## src/rtl/tone_gen_pkg.sv

```systemverilog
`default_nettype none
// ============================================================================
// Module   : tone_gen_pkg
// Purpose  : Shared register map, bus encodings and helpers for ahb_tone_gen.
// Revision : 1.0 - initial release
// ============================================================================
package tone_gen_pkg;

    // Per-channel register index (word offset within a 16-byte channel slot)
    typedef enum logic [1:0] {
        REG_CTRL     = 2'd0,
        REG_PERIOD   = 2'd1,
        REG_DUTY     = 2'd2,
        REG_DURATION = 2'd3
    } ch_reg_e;

    localparam logic [5:0] WORD_STATUS = 6'h20;
    localparam logic [5:0] WORD_IRQEN  = 6'h21;

    localparam int CTRL_EN      = 0;
    localparam int CTRL_ONESHOT = 1;
    localparam int CTRL_BUSY    = 2;

    localparam logic [2:0] HSIZE_BYTE = 3'd0;
    localparam logic [2:0] HSIZE_HALF = 3'd1;
    localparam logic [2:0] HSIZE_WORD = 3'd2;

    typedef struct packed {
        logic       valid;
        logic       write;
        logic [5:0] word;
        logic [3:0] strb;
    } dphase_t;

    function automatic logic [3:0] byte_strobes(input logic [1:0] size,
                                                input logic [1:0] addr);
        logic [3:0] s;
        case (size)
            HSIZE_BYTE[1:0]: s = 4'b0001 << addr;
            HSIZE_HALF[1:0]: s = addr[1] ? 4'b1100 : 4'b0011;
            HSIZE_WORD[1:0]: s = 4'b1111;
            default:         s = 4'b0000;
        endcase
        return s;
    endfunction

    function automatic logic [31:0] lane_mask(input logic [3:0] strb);
        return {{8{strb[3]}}, {8{strb[2]}}, {8{strb[1]}}, {8{strb[0]}}};
    endfunction

endpackage
`default_nettype wire

```

## src/rtl/tone_channel.sv

```systemverilog
`default_nettype none
// ============================================================================
// Module   : tone_channel
// Purpose  : One PWM tone channel with period/duty and one-shot note length.
// Revision : 1.0 - initial release
// ============================================================================
module tone_channel
    import tone_gen_pkg::*;
#(
    parameter int CNT_W = 24,
    parameter int DUR_W = 16
) (
    input  logic        clk,
    input  logic        rst_n,
    input  logic        wr_ctrl,
    input  logic        wr_period,
    input  logic        wr_duty,
    input  logic        wr_duration,
    input  logic [31:0] wdata,
    input  logic [31:0] wmask,
    input  logic [1:0]  rd_sel,
    output logic        tone,
    output logic        done_pulse,
    output logic [31:0] rd_data
);

    logic             en;
    logic             oneshot;
    logic [CNT_W-1:0] period;
    logic [CNT_W-1:0] duty;
    logic [CNT_W-1:0] phase;
    logic [DUR_W-1:0] remaining;

    logic             running;
    logic             wrap;
    logic             expired;
    logic [1:0]       ctrl_new;
    logic [CNT_W-1:0] cnt_wdata;
    logic [CNT_W-1:0] cnt_wmask;
    logic [DUR_W-1:0] dur_wdata;
    logic [DUR_W-1:0] dur_wmask;
    logic             unused_bits;

    assign cnt_wdata   = wdata[CNT_W-1:0];
    assign cnt_wmask   = wmask[CNT_W-1:0];
    assign dur_wdata   = wdata[DUR_W-1:0];
    assign dur_wmask   = wmask[DUR_W-1:0];
    assign unused_bits = &{1'b0, wdata, wmask};

    assign running  = en && (period != '0);
    assign wrap     = running && (phase == period - CNT_W'(1));
    // A one-shot with nothing left to play must stay silent until it is retired
    assign expired  = en && oneshot && (remaining == '0);
    assign tone     = running && !expired && (phase < duty);
    assign done_pulse = expired || (en && oneshot && wrap && (remaining == DUR_W'(1)));
    assign ctrl_new = ({oneshot, en} & ~wmask[1:0]) | (wdata[1:0] & wmask[1:0]);

    always_ff @(posedge clk) begin
        if (!rst_n) begin
            en        <= 1'b0;
            oneshot   <= 1'b0;
            period    <= '0;
            duty      <= '0;
            phase     <= '0;
            remaining <= '0;
        end else begin
            if (wr_ctrl) begin
                en      <= ctrl_new[0];
                oneshot <= ctrl_new[1];
            end else if (done_pulse) begin
                en <= 1'b0;
            end

            if (wr_period)
                period <= (period & ~cnt_wmask) | (cnt_wdata & cnt_wmask);
            if (wr_duty)
                duty <= (duty & ~cnt_wmask) | (cnt_wdata & cnt_wmask);

            if (wr_period || !running || wrap || done_pulse || (wr_ctrl && !ctrl_new[0]))
                phase <= '0;
            else
                phase <= phase + CNT_W'(1);

            if (wr_duration)
                remaining <= (remaining & ~dur_wmask) | (dur_wdata & dur_wmask);
            else if (wrap && oneshot && (remaining != '0))
                remaining <= remaining - DUR_W'(1);
        end
    end

    always_comb begin
        rd_data = '0;
        case (rd_sel)
            REG_CTRL: begin
                rd_data[CTRL_EN]      = en;
                rd_data[CTRL_ONESHOT] = oneshot;
                rd_data[CTRL_BUSY]    = tone;
            end
            REG_PERIOD:   rd_data = 32'(period);
            REG_DUTY:     rd_data = 32'(duty);
            REG_DURATION: rd_data = 32'(remaining);
            default:      rd_data = '0;
        endcase
    end

endmodule
`default_nettype wire

```

## src/rtl/ahb_tone_gen.sv

```systemverilog
`default_nettype none
// ============================================================================
// Module   : ahb_tone_gen
// Purpose  : AHB-Lite multi-channel tone/PWM generator with done interrupt.
// Revision : 1.0 - initial release
// ============================================================================
module ahb_tone_gen
    import tone_gen_pkg::*;
#(
    parameter int NUM_CH = 4,
    parameter int CNT_W  = 24,
    parameter int DUR_W  = 16
) (
    input  logic              HCLK,
    input  logic              HRESETn,
    input  logic              HSEL,
    input  logic [31:0]       HADDR,
    input  logic [1:0]        HTRANS,
    input  logic [2:0]        HSIZE,
    input  logic [3:0]        HPROT,
    input  logic              HWRITE,
    input  logic [31:0]       HWDATA,
    input  logic              HREADY,
    output logic              HREADYOUT,
    output logic [31:0]       HRDATA,
    output logic              HRESP,
    output logic              BUZ,
    output logic [NUM_CH-1:0] BUZ_CH,
    output logic              IRQ
);

    dphase_t           dp;
    logic              accept;
    logic              wr_en;
    logic [31:0]       wmask;
    logic [NUM_CH-1:0] tones;
    logic [NUM_CH-1:0] done_set;
    logic [NUM_CH-1:0] done_clr;
    logic [NUM_CH-1:0] done;
    logic [NUM_CH-1:0] irqen;
    logic [31:0]       ch_rd [NUM_CH];
    logic              unused_bus;

    assign unused_bus = &{1'b0, HPROT, HADDR[31:8], HSIZE[2], HTRANS[0]};

    assign HREADYOUT = 1'b1;
    assign HRESP     = 1'b0;
    assign accept    = HREADY && HSEL && HTRANS[1];
    assign wr_en     = dp.valid && dp.write;
    assign wmask     = lane_mask(dp.strb);

    always_ff @(posedge HCLK) begin
        if (!HRESETn) begin
            dp <= '0;
        end else if (HREADY) begin
            dp.valid <= accept;
            dp.write <= HWRITE;
            dp.word  <= HADDR[7:2];
            dp.strb  <= byte_strobes(HSIZE[1:0], HADDR[1:0]);
        end
    end

    generate
        for (genvar c = 0; c < NUM_CH; c++) begin : g_ch
            logic hit;
            assign hit = wr_en && !dp.word[5] && (dp.word[4:2] == 3'(c));

            tone_channel #(
                .CNT_W (CNT_W),
                .DUR_W (DUR_W)
            ) u_ch (
                .clk         (HCLK),
                .rst_n       (HRESETn),
                .wr_ctrl     (hit && (dp.word[1:0] == REG_CTRL)),
                .wr_period   (hit && (dp.word[1:0] == REG_PERIOD)),
                .wr_duty     (hit && (dp.word[1:0] == REG_DUTY)),
                .wr_duration (hit && (dp.word[1:0] == REG_DURATION)),
                .wdata       (HWDATA),
                .wmask       (wmask),
                .rd_sel      (dp.word[1:0]),
                .tone        (tones[c]),
                .done_pulse  (done_set[c]),
                .rd_data     (ch_rd[c])
            );
        end
    endgenerate

    assign done_clr = (wr_en && (dp.word == WORD_STATUS)) ?
                      (HWDATA[NUM_CH-1:0] & wmask[NUM_CH-1:0]) : '0;

    // Hardware set is ORed in after the clear so a coincident W1C cannot lose it
    always_ff @(posedge HCLK) begin
        if (!HRESETn) begin
            done   <= '0;
            irqen  <= '0;
            BUZ_CH <= '0;
            BUZ    <= 1'b0;
        end else begin
            done <= (done & ~done_clr) | done_set;
            if (wr_en && (dp.word == WORD_IRQEN))
                irqen <= (irqen & ~wmask[NUM_CH-1:0]) | (HWDATA[NUM_CH-1:0] & wmask[NUM_CH-1:0]);
            BUZ_CH <= tones;
            BUZ    <= |tones;
        end
    end

    assign IRQ = |(done & irqen);

    always_comb begin
        HRDATA = '0;
        if (dp.valid && !dp.write) begin
            if (!dp.word[5]) begin
                for (int i = 0; i < NUM_CH; i++) begin
                    if (dp.word[4:2] == 3'(i))
                        HRDATA = ch_rd[i];
                end
            end else if (dp.word == WORD_STATUS) begin
                HRDATA = 32'(done);
            end else if (dp.word == WORD_IRQEN) begin
                HRDATA = 32'(irqen);
            end
        end
    end

endmodule
`default_nettype wire

```

## config.mk

```make
export PLATFORM = sky130hd
export DESIGN_NAME = ahb_tone_gen
export DESIGN_NICKNAME = d
export VERILOG_FILES = /design/src/rtl/tone_gen_pkg.sv /design/src/rtl/tone_channel.sv /design/src/rtl/ahb_tone_gen.sv
export SDC_FILE = /design/constraint.sdc
export NUM_CORES = 1
export LEC_CHECK = 0
export ABC_CLOCK_PERIOD_IN_PS = 10100
export CAP_MARGIN = 20
export CORE_ASPECT_RATIO = 1.2
export CORE_MARGIN = 2
export CORE_UTILIZATION = 67
export CTS_CLUSTER_DIAMETER = 40
export DETAILED_ROUTE_END_ITERATION = 8
export GPL_TIMING_DRIVEN = 0
export PLACE_DENSITY = 0.93
export REMOVE_ABC_BUFFERS = 1
export SLEW_MARGIN = 20
export SYNTH_ARGS = -nofsm -noshare
export SYNTH_HDL_FRONTEND = slang
export SYNTH_SLANG_ARGS = --single-unit
```

## constraint.sdc

```tcl
create_clock -name HCLK -period 10.1 [get_ports HCLK]
set_input_delay 1.01 -clock HCLK [delete_from_list [all_inputs] [get_ports HCLK]]
set_output_delay 1.01 -clock HCLK [all_outputs]
set_load 0.05 [all_outputs]
```

# Yosys cells after proc, flatten, opt, wreduce, memory -nomap -nowiden

Cells that the tools add are included.

Register bits after elaboration: 384
Bits of input ports: 78
Output and inout port bits: 40
Word-level logic and storage cells: 283

Add/subtract/negate cells: 12
Order comparisons: 4
Equality and inequality tests: 18
Shift-type cells: 1
Multiplexer cells: 35
Bitwise gates (word level): 47
Reduce and logical (&&, ||, !) cells: 134

Operators with widths:

| kind                  | count |
|---|---|
| $pmux 21 s3           | 4 |
| $and 24x24->24        | 9 |
| $mux 32               | 6 |
| $or 24x24->24         | 8 |
| $mux 16               | 8 |
| $add 24x1->24 const B | 4 |
| $eq 24x24->1          | 4 |
| $lt 24x24->1          | 4 |
| $reduce_bool 24->1    | 4 |
| $sub 24x1->24 const B | 4 |
| $and 16x16->16        | 5 |
| $logic_and 1x1->1     | 71 |
| $eq 16x1->1 const B   | 4 |
| $logic_not 16->1      | 4 |
| $or 16x16->16         | 4 |
| $reduce_bool 16->1    | 4 |
| $sub 16x1->16 const B | 4 |
| $pmux 3 s4            | 4 |
| $not 24->24           | 1 |
| $logic_or 1x1->1      | 20 |
| $and 4x4->4           | 4 |
| $not 16->16           | 1 |
| $reduce_bool 2->1     | 8 |
| $logic_not 1->1       | 14 |
| other kinds (20)      | 48 |

# Depth between registers and ports, before layout

Depth in word-level cells: 12
Mapped depth: 15

# Cells and area by module

A second synthesis with hierarchy kept.

Cells, all modules: 3558
Area, all modules: 27321.2 µm²

By module, submodules not included:

| module                           | times used | cells each | area each (µm²) |
|---|---|---|---|
| tone_channel at g_ch[0].u_ch ... | 2          | 824        | 6258.5 |
| tone_channel at g_ch[2].u_ch     | 1          | 821        | 6314.8 |
| tone_channel at g_ch[3].u_ch     | 1          | 850        | 6226.0 |
| ahb_tone_gen                     | 1          | 239        | 2263.4 |

# Least setup slack after synthesis

No wires, ideal clock.

Kind: register to output
Start point: register g_ch[3].u_ch.phase[9]
End point: output port HRDATA[2]
Arrival: 3.676 ns
Required time: 9.090 ns
Setup slack: 5.414 ns
Stages on the path, launching flop included: 11
Buffers on the path: 0
Path through: dfxtp_1 ha_1 a21o_1 a21o_1 a211oi_1 o21bai_1 a21o_1 a221o_1 a2111oi_0 a21oi_1 a221oi_1

Word-level cells in the longest chain between the ends: 6

Ends and longest elaborated chain:

| what                     | line                | source |
|---|---|---|
| start: declaration       | tone_channel.sv:31  | `logic [CNT_W-1:0] phase;` |
| start signal: assignment | tone_channel.sv:82  | `phase <= phase + CNT_W'(1);` |
| $lt 24x24->1             | tone_channel.sv:54  | `assign tone = running && !expired && (phase < duty);` |
| $logic_and 1x1->1        | tone_channel.sv:54  |  |
| $pmux 3 s4               | tone_channel.sv:93  | `case (rd_sel)` |
| $mux 32                  | ahb_tone_gen.sv:114 | `if (dp.word[4:2] == 3'(i))` |
| $mux 32                  | ahb_tone_gen.sv:112 | `if (!dp.word[5]) begin` |
| $mux 32                  | ahb_tone_gen.sv:111 | `if (dp.valid && !dp.write) begin` |
| end: declaration         | ahb_tone_gen.sv:25  | `output logic [31:0] HRDATA,` |

No other way between the ends.

# Worst setup path after layout

Start point: register dp[7] in the netlist's numbering
End point: output port HRDATA[2]

Word-level cells in the longest chain between the ends: 7
Elaborated cells on any way between the ends: 14
Those cells by class: 5 x eq/ne; 8 x mux; 1 x reduce/logical

Ends and longest elaborated chain:

| what                  | line                | source |
|---|---|---|
| start: declaration    | ahb_tone_gen.sv:32  | `dphase_t dp;` |
| $logic_not 3->1       | ahb_tone_gen.sv:114 |  |
| $mux 32 (4 in series) | ahb_tone_gen.sv:114 |  |
| $mux 32 (*)           | ahb_tone_gen.sv:112 |  |
| $mux 32 (*)           | ahb_tone_gen.sv:111 |  |

Every way passes the cells marked *; elsewhere a longest branch is shown, timed or not.

==> impl_results.html <==
<table>
<tr><th>Metric</th><th>Value</th></tr>
<tr><th colspan="2">Power and ir drop</th></tr>
<tr><td>Leak pwr</td><td>10.11 nW</td></tr>
<tr><td>Power density cells</td><td>131.5 mW/mm²</td></tr>
<tr><td>Net Switching</td><td>0.9094 mW</td></tr>
<tr><td>Largest vdd supply drop</td><td>139.2 µV</td></tr>
<tr><td>Fraction of power consumed by combinational cells</td><td>0.055</td></tr>
<tr><td>Internal power component</td><td>2.740 mW</td></tr>
<tr><td>Share of power burned in registers</td><td>0.422</td></tr>
<tr><td>Proportion of power drawn by the clock network</td><td>0.523</td></tr>
<tr><td>Switching Fraction</td><td>0.2492</td></tr>
<tr><td>Overall power consumption</td><td>3.649 mW</td></tr>
<tr><th colspan="2">STA</th></tr>
<tr><td>F_max</td><td>156.3 MHz</td></tr>
<tr><td>Endpoints failing hold</td><td>0</td></tr>
<tr><td>Max-slew violation count</td><td>0</td></tr>
<tr><td>Setup violations, final</td><td>0</td></tr>
<tr><td>Part of the cycle the worst path needs</td><td>0.6334</td></tr>
<tr><td>Unrepaired setup endpoints after global routing</td><td>false</td></tr>
<tr><td>Total negative setup slack</td><td>0 ns</td></tr>
<tr><td>Worst Skew</td><td>0.02625 ns</td></tr>
<tr><td>Worst Hold Margin</td><td>0.4557 ns</td></tr>
<tr><td>Tightest Pin Transition</td><td>1.280 ns</td></tr>
<tr><td>Final min period</td><td>6.398 ns</td></tr>
<tr><td>Relative slew slack</td><td>0.1386</td></tr>
<tr><td>Smallest setup slack after layout</td><td>3.702 ns</td></tr>
<tr><th colspan="2">Logic synthesis</th></tr>
<tr><td>Number of synthesized register bits</td><td>384</td></tr>
<tr><td>Post-synth top area cell</td><td>sky130_fd_sc_hd__dfxtp_1</td></tr>
<tr><td>Sequential area share after synthesis</td><td>0.3055</td></tr>
<tr><td>Synthesized instance count</td><td>3,322</td></tr>
<tr><td>Number of synthesis warnings</td><td>0</td></tr>
<tr><td>Cell area after technology mapping</td><td>0.02516 mm²</td></tr>
<tr><td>Dominant register cell in the synthesized netlist</td><td>sky130_fd_sc_hd__dfxtp_1</td></tr>
<tr><td>Proportion of netlist area held by the largest area contributor</td><td>0.3055</td></tr>
<tr><td>Syn avg cell area</td><td>7.575 µm²</td></tr>
<tr><td>Number of unique standard cell types used by synthesis</td><td>91</td></tr>
<tr><td>Top cells by area in the synthesized netlist</td><td>sky130_fd_sc_hd__dfxtp_1 (31%), sky130_fd_sc_hd__nand3_1 (6.1%), sky130_fd_sc_hd__nand2_1 (6.0%)</td></tr>
<tr><td>Share of flip-flops with an asynchronous set or reset</td><td>0</td></tr>
<tr><td>Number of enable-type register cells in the synthesized netlist</td><td>0</td></tr>
<tr><th colspan="2">Worst setup path</th></tr>
<tr><td>Type of the worst setup path</td><td>reg -&gt; out</td></tr>
<tr><td>Endpoint arrival time on the critical path</td><td>5.39 ns</td></tr>
<tr><td>Maximum fanout along the worst path</td><td>22</td></tr>
<tr><td>Startpoint class of the critical path</td><td>flip-flop</td></tr>
<tr><td>Kind of capture point of the worst setup path</td><td>primary output</td></tr>
<tr><td>Required time worst endpoint</td><td>9.09 ns</td></tr>
<tr><th colspan="2">GRT</th></tr>
<tr><td>Initial antenna violation count</td><td>7</td></tr>
<tr><td>Overall Global Routing Usage</td><td>0.4499</td></tr>
<tr><td>Maximum number of pins on one net before global-route repair</td><td>126</td></tr>
<tr><td>Number of global-route vias before repair</td><td>25,480</td></tr>
<tr><td>First-pass GRT wire length</td><td>140,000 µm</td></tr>
<tr><td>Remaining global-route overflow</td><td>0</td></tr>
<tr><th colspan="2">Floorplanning</th></tr>
<tr><td>FP Rows</td><td>77</td></tr>
<tr><td>Placeable core region</td><td>0.03690 mm²</td></tr>
<tr><td>Area of the die</td><td>0.03913 mm²</td></tr>
<tr><td>Initial Utilization</td><td>0.6819</td></tr>
<tr><td>Io pins</td><td>118</td></tr>
<tr><td>Width of the die</td><td>180.9 µm</td></tr>
<tr><td>Vertical extent of the die</td><td>216.3 µm</td></tr>
<tr><th colspan="2">Job</th></tr>
<tr><td>Reported max-cap violation count</td><td>0</td></tr>
<tr><th colspan="2">Final layout</th></tr>
<tr><td>Most used cells in the layout excluding fill and tap cells</td><td>sky130_fd_sc_hd__nand2_1 (401), sky130_fd_sc_hd__dfxtp_1 (379), sky130_fd_sc_hd__nand3_1 (308), sky130_fd_sc_hd__a21oi_1 (282), sky130_fd_sc_hd__nor2_1 (226)</td></tr>
<tr><td>Most common cell after layout, fill and taps aside</td><td>sky130_fd_sc_hd__nand2_1</td></tr>
<tr><td>Layout net count</td><td>3,418</td></tr>
<tr><td>Post-Layout Cell Count</td><td>3,743</td></tr>
<tr><td>Post-route design area</td><td>0.02776 mm²</td></tr>
<tr><td>Core occupancy in the finished layout</td><td>0.7522</td></tr>
<tr><td>Fraction of final layout cells with drive strength greater than 1</td><td>0.06946</td></tr>
<tr><td>Relative area change from synthesis to final layout</td><td>10.31%</td></tr>
<tr><th colspan="2">CTS</th></tr>
<tr><td>Number of buffers added by the clock tree synthesis step</td><td>50</td></tr>
<tr><td>Source-to-sink clock delay at the later pin of the worst-skew pair</td><td>0.62 ns</td></tr>
<tr><td>Cts repair resizes</td><td>0</td></tr>
<tr><td>Number of clock sinks seen by CTS</td><td>384</td></tr>
<tr><td>Post-CTS Repair Setup Buffers</td><td>0</td></tr>
<tr><td>Hold Buf Count CTS</td><td>0</td></tr>
<tr><td>Clock Path Buffers</td><td>3</td></tr>
<tr><td>TritonCTS clock tree</td><td>yes</td></tr>
<tr><td>CTS clk-pin slew, worst paths</td><td>0.06 ns</td></tr>
<tr><td>Root buffer cell</td><td>sky130_fd_sc_hd__clkbuf_16</td></tr>
<tr><td>Deepest level of the CTS H-tree</td><td>2</td></tr>
<tr><th colspan="2">Hold path</th></tr>
<tr><td>Path category of the worst min-delay check</td><td>reg -&gt; reg</td></tr>
<tr><th colspan="2">Drt</th></tr>
<tr><td>Via count</td><td>26,740</td></tr>
<tr><td>Pre-Repair DR Iteration Count</td><td>6</td></tr>
<tr><td>DR iter-0 viols</td><td>4,045</td></tr>
<tr><td>Number of nets with antenna violations after detailed routing</td><td>0</td></tr>
<tr><td>Wire length per cell after detailed routing</td><td>24.33 µm</td></tr>
<tr><td>Residual DRC count</td><td>0</td></tr>
<tr><td>Final WL</td><td>91,060 µm</td></tr>
<tr><td>Routed via count divided by cell count</td><td>7.145</td></tr>
<tr><th colspan="2">Run status</th></tr>
<tr><td>Result of the run</td><td>finished clean</td></tr>
<tr><th colspan="2">Place</th></tr>
<tr><td>Count of input and output buffers</td><td>69</td></tr>
<tr><td>Placed Instances</td><td>3,649</td></tr>
<tr><td>Post-placement worst setup slack</td><td>4.703 ns</td></tr>
<tr><td>Gp weighted congestion</td><td>1.102</td></tr>
<tr><td>HPWL reported at the end of detailed placement</td><td>62,920 µm</td></tr>
<tr><td>Placed cell area</td><td>0.02596 mm²</td></tr>
</table>
[synth_stat cells, types with 10 or more instances]
cell type,instances
sky130_fd_sc_hd__o22ai_1,25
sky130_fd_sc_hd__a211oi_1,24
sky130_fd_sc_hd__nor4_1,43
sky130_fd_sc_hd__o21a_1,15
sky130_fd_sc_hd__a21o_1,37
sky130_fd_sc_hd__o211ai_1,20
sky130_fd_sc_hd__nor4b_1,17
sky130_fd_sc_hd__or2_2,15
sky130_fd_sc_hd__or4_1,27
sky130_fd_sc_hd__nand2b_1,19
sky130_fd_sc_hd__nor3_1,99
sky130_fd_sc_hd__nand3_1,308
sky130_fd_sc_hd__dfxtp_1,384
sky130_fd_sc_hd__nand2_1,401
sky130_fd_sc_hd__a221oi_1,67
sky130_fd_sc_hd__o21ai_0,113
sky130_fd_sc_hd__buf_1,14
sky130_fd_sc_hd__a31oi_1,33
sky130_fd_sc_hd__or3_1,38
sky130_fd_sc_hd__nand3b_1,16
sky130_fd_sc_hd__buf_4,10
sky130_fd_sc_hd__nand4_1,54
sky130_fd_sc_hd__and3_1,34
sky130_fd_sc_hd__ha_1,112
sky130_fd_sc_hd__xnor2_1,102
sky130_fd_sc_hd__and2_1,15
sky130_fd_sc_hd__a22oi_1,26
sky130_fd_sc_hd__o31ai_1,20
sky130_fd_sc_hd__xor2_1,100
sky130_fd_sc_hd__mux2i_1,37
sky130_fd_sc_hd__inv_1,141
sky130_fd_sc_hd__mux2_2,52
sky130_fd_sc_hd__a21oi_1,282
sky130_fd_sc_hd__clkbuf_1,209
sky130_fd_sc_hd__nor2_1,238
[layout make-up]
type | instances | area, µm²
antenna | 1 | 2.502
multi-input combinational | 2559 | 16070
fill | 2683 | 9143
sequential | 384 | 7706
clock inverter | 24 | 316.6
tap | 474 | 593.1
timing repair buffer | 90 | 1065
clock buffer | 68 | 1463
inverter | 143 | 544.3
[routing by layer]
metal | up-vias | share of wire | global-route usage
li1 | 11780 | - | -
met1 | 12370 | 0.34 | 0.5186
met2 | 1952 | 0.43 | 0.6859
met3 | 635 | 0.13 | 0.1292
met4 | 8 | 0.10 | 0.3849
met5 | - | 0.00087 | 0
[worst max-delay path, stage by stage (launching register included)]
cell	delay, ns
sky130_fd_sc_hd__dfxtp_1	1.02
sky130_fd_sc_hd__inv_2	0.39
sky130_fd_sc_hd__nor3_2	0.85
sky130_fd_sc_hd__o21ai_0	0.24
sky130_fd_sc_hd__a21oi_1	0.23
sky130_fd_sc_hd__nor3_1	0.08
sky130_fd_sc_hd__o21ai_0	0.17
sky130_fd_sc_hd__a211o_1	0.13
sky130_fd_sc_hd__a21oi_1	0.04
sky130_fd_sc_hd__a221oi_1	0.68
sky130_fd_sc_hd__clkdlybuf4s50_1	0.94
[worst paths after layout]
check | from | endpoint | slack, ns | cells after the start
setup / recovery | dp[7] | HRDATA[2] | 3.70 | 10
hold / removal | flip-flop | flip-flop | 0.46 | 2
setup reg to reg | flip-flop | done[3] | 5.26 | 9
hold reg to reg | flip-flop | flip-flop | 0.46 | 2
[power groups by stage]
stage	Clock, mW	Combinational, mW	Sequential, mW
final	1.91	0.201	1.54
after global routing	1.97	0.198	1.54
after CTS	1.91	0.184	1.54
after detailed placement	0	0.183	1.57
after global placement	0	0.149	1.59
after floorplan	0	0.0643	1.57
[kinds of logic (layout without fill, tap and decap cells)]
family          count (synthesis)  count (layout)  share of synthesized area
xor+xnor                      203             203                    0.07120
simple gates                 1380            1380                     0.2688
fa+ha+maj                     112             112                    0.05569
flops                         384             384                     0.3055
other cells                     2              11                  0.0002985
compound gates                757             757                     0.1932
mux                            97              97                    0.04530
buf+inv                       387             325                    0.06002
Power figures use the tool's default switching activity.
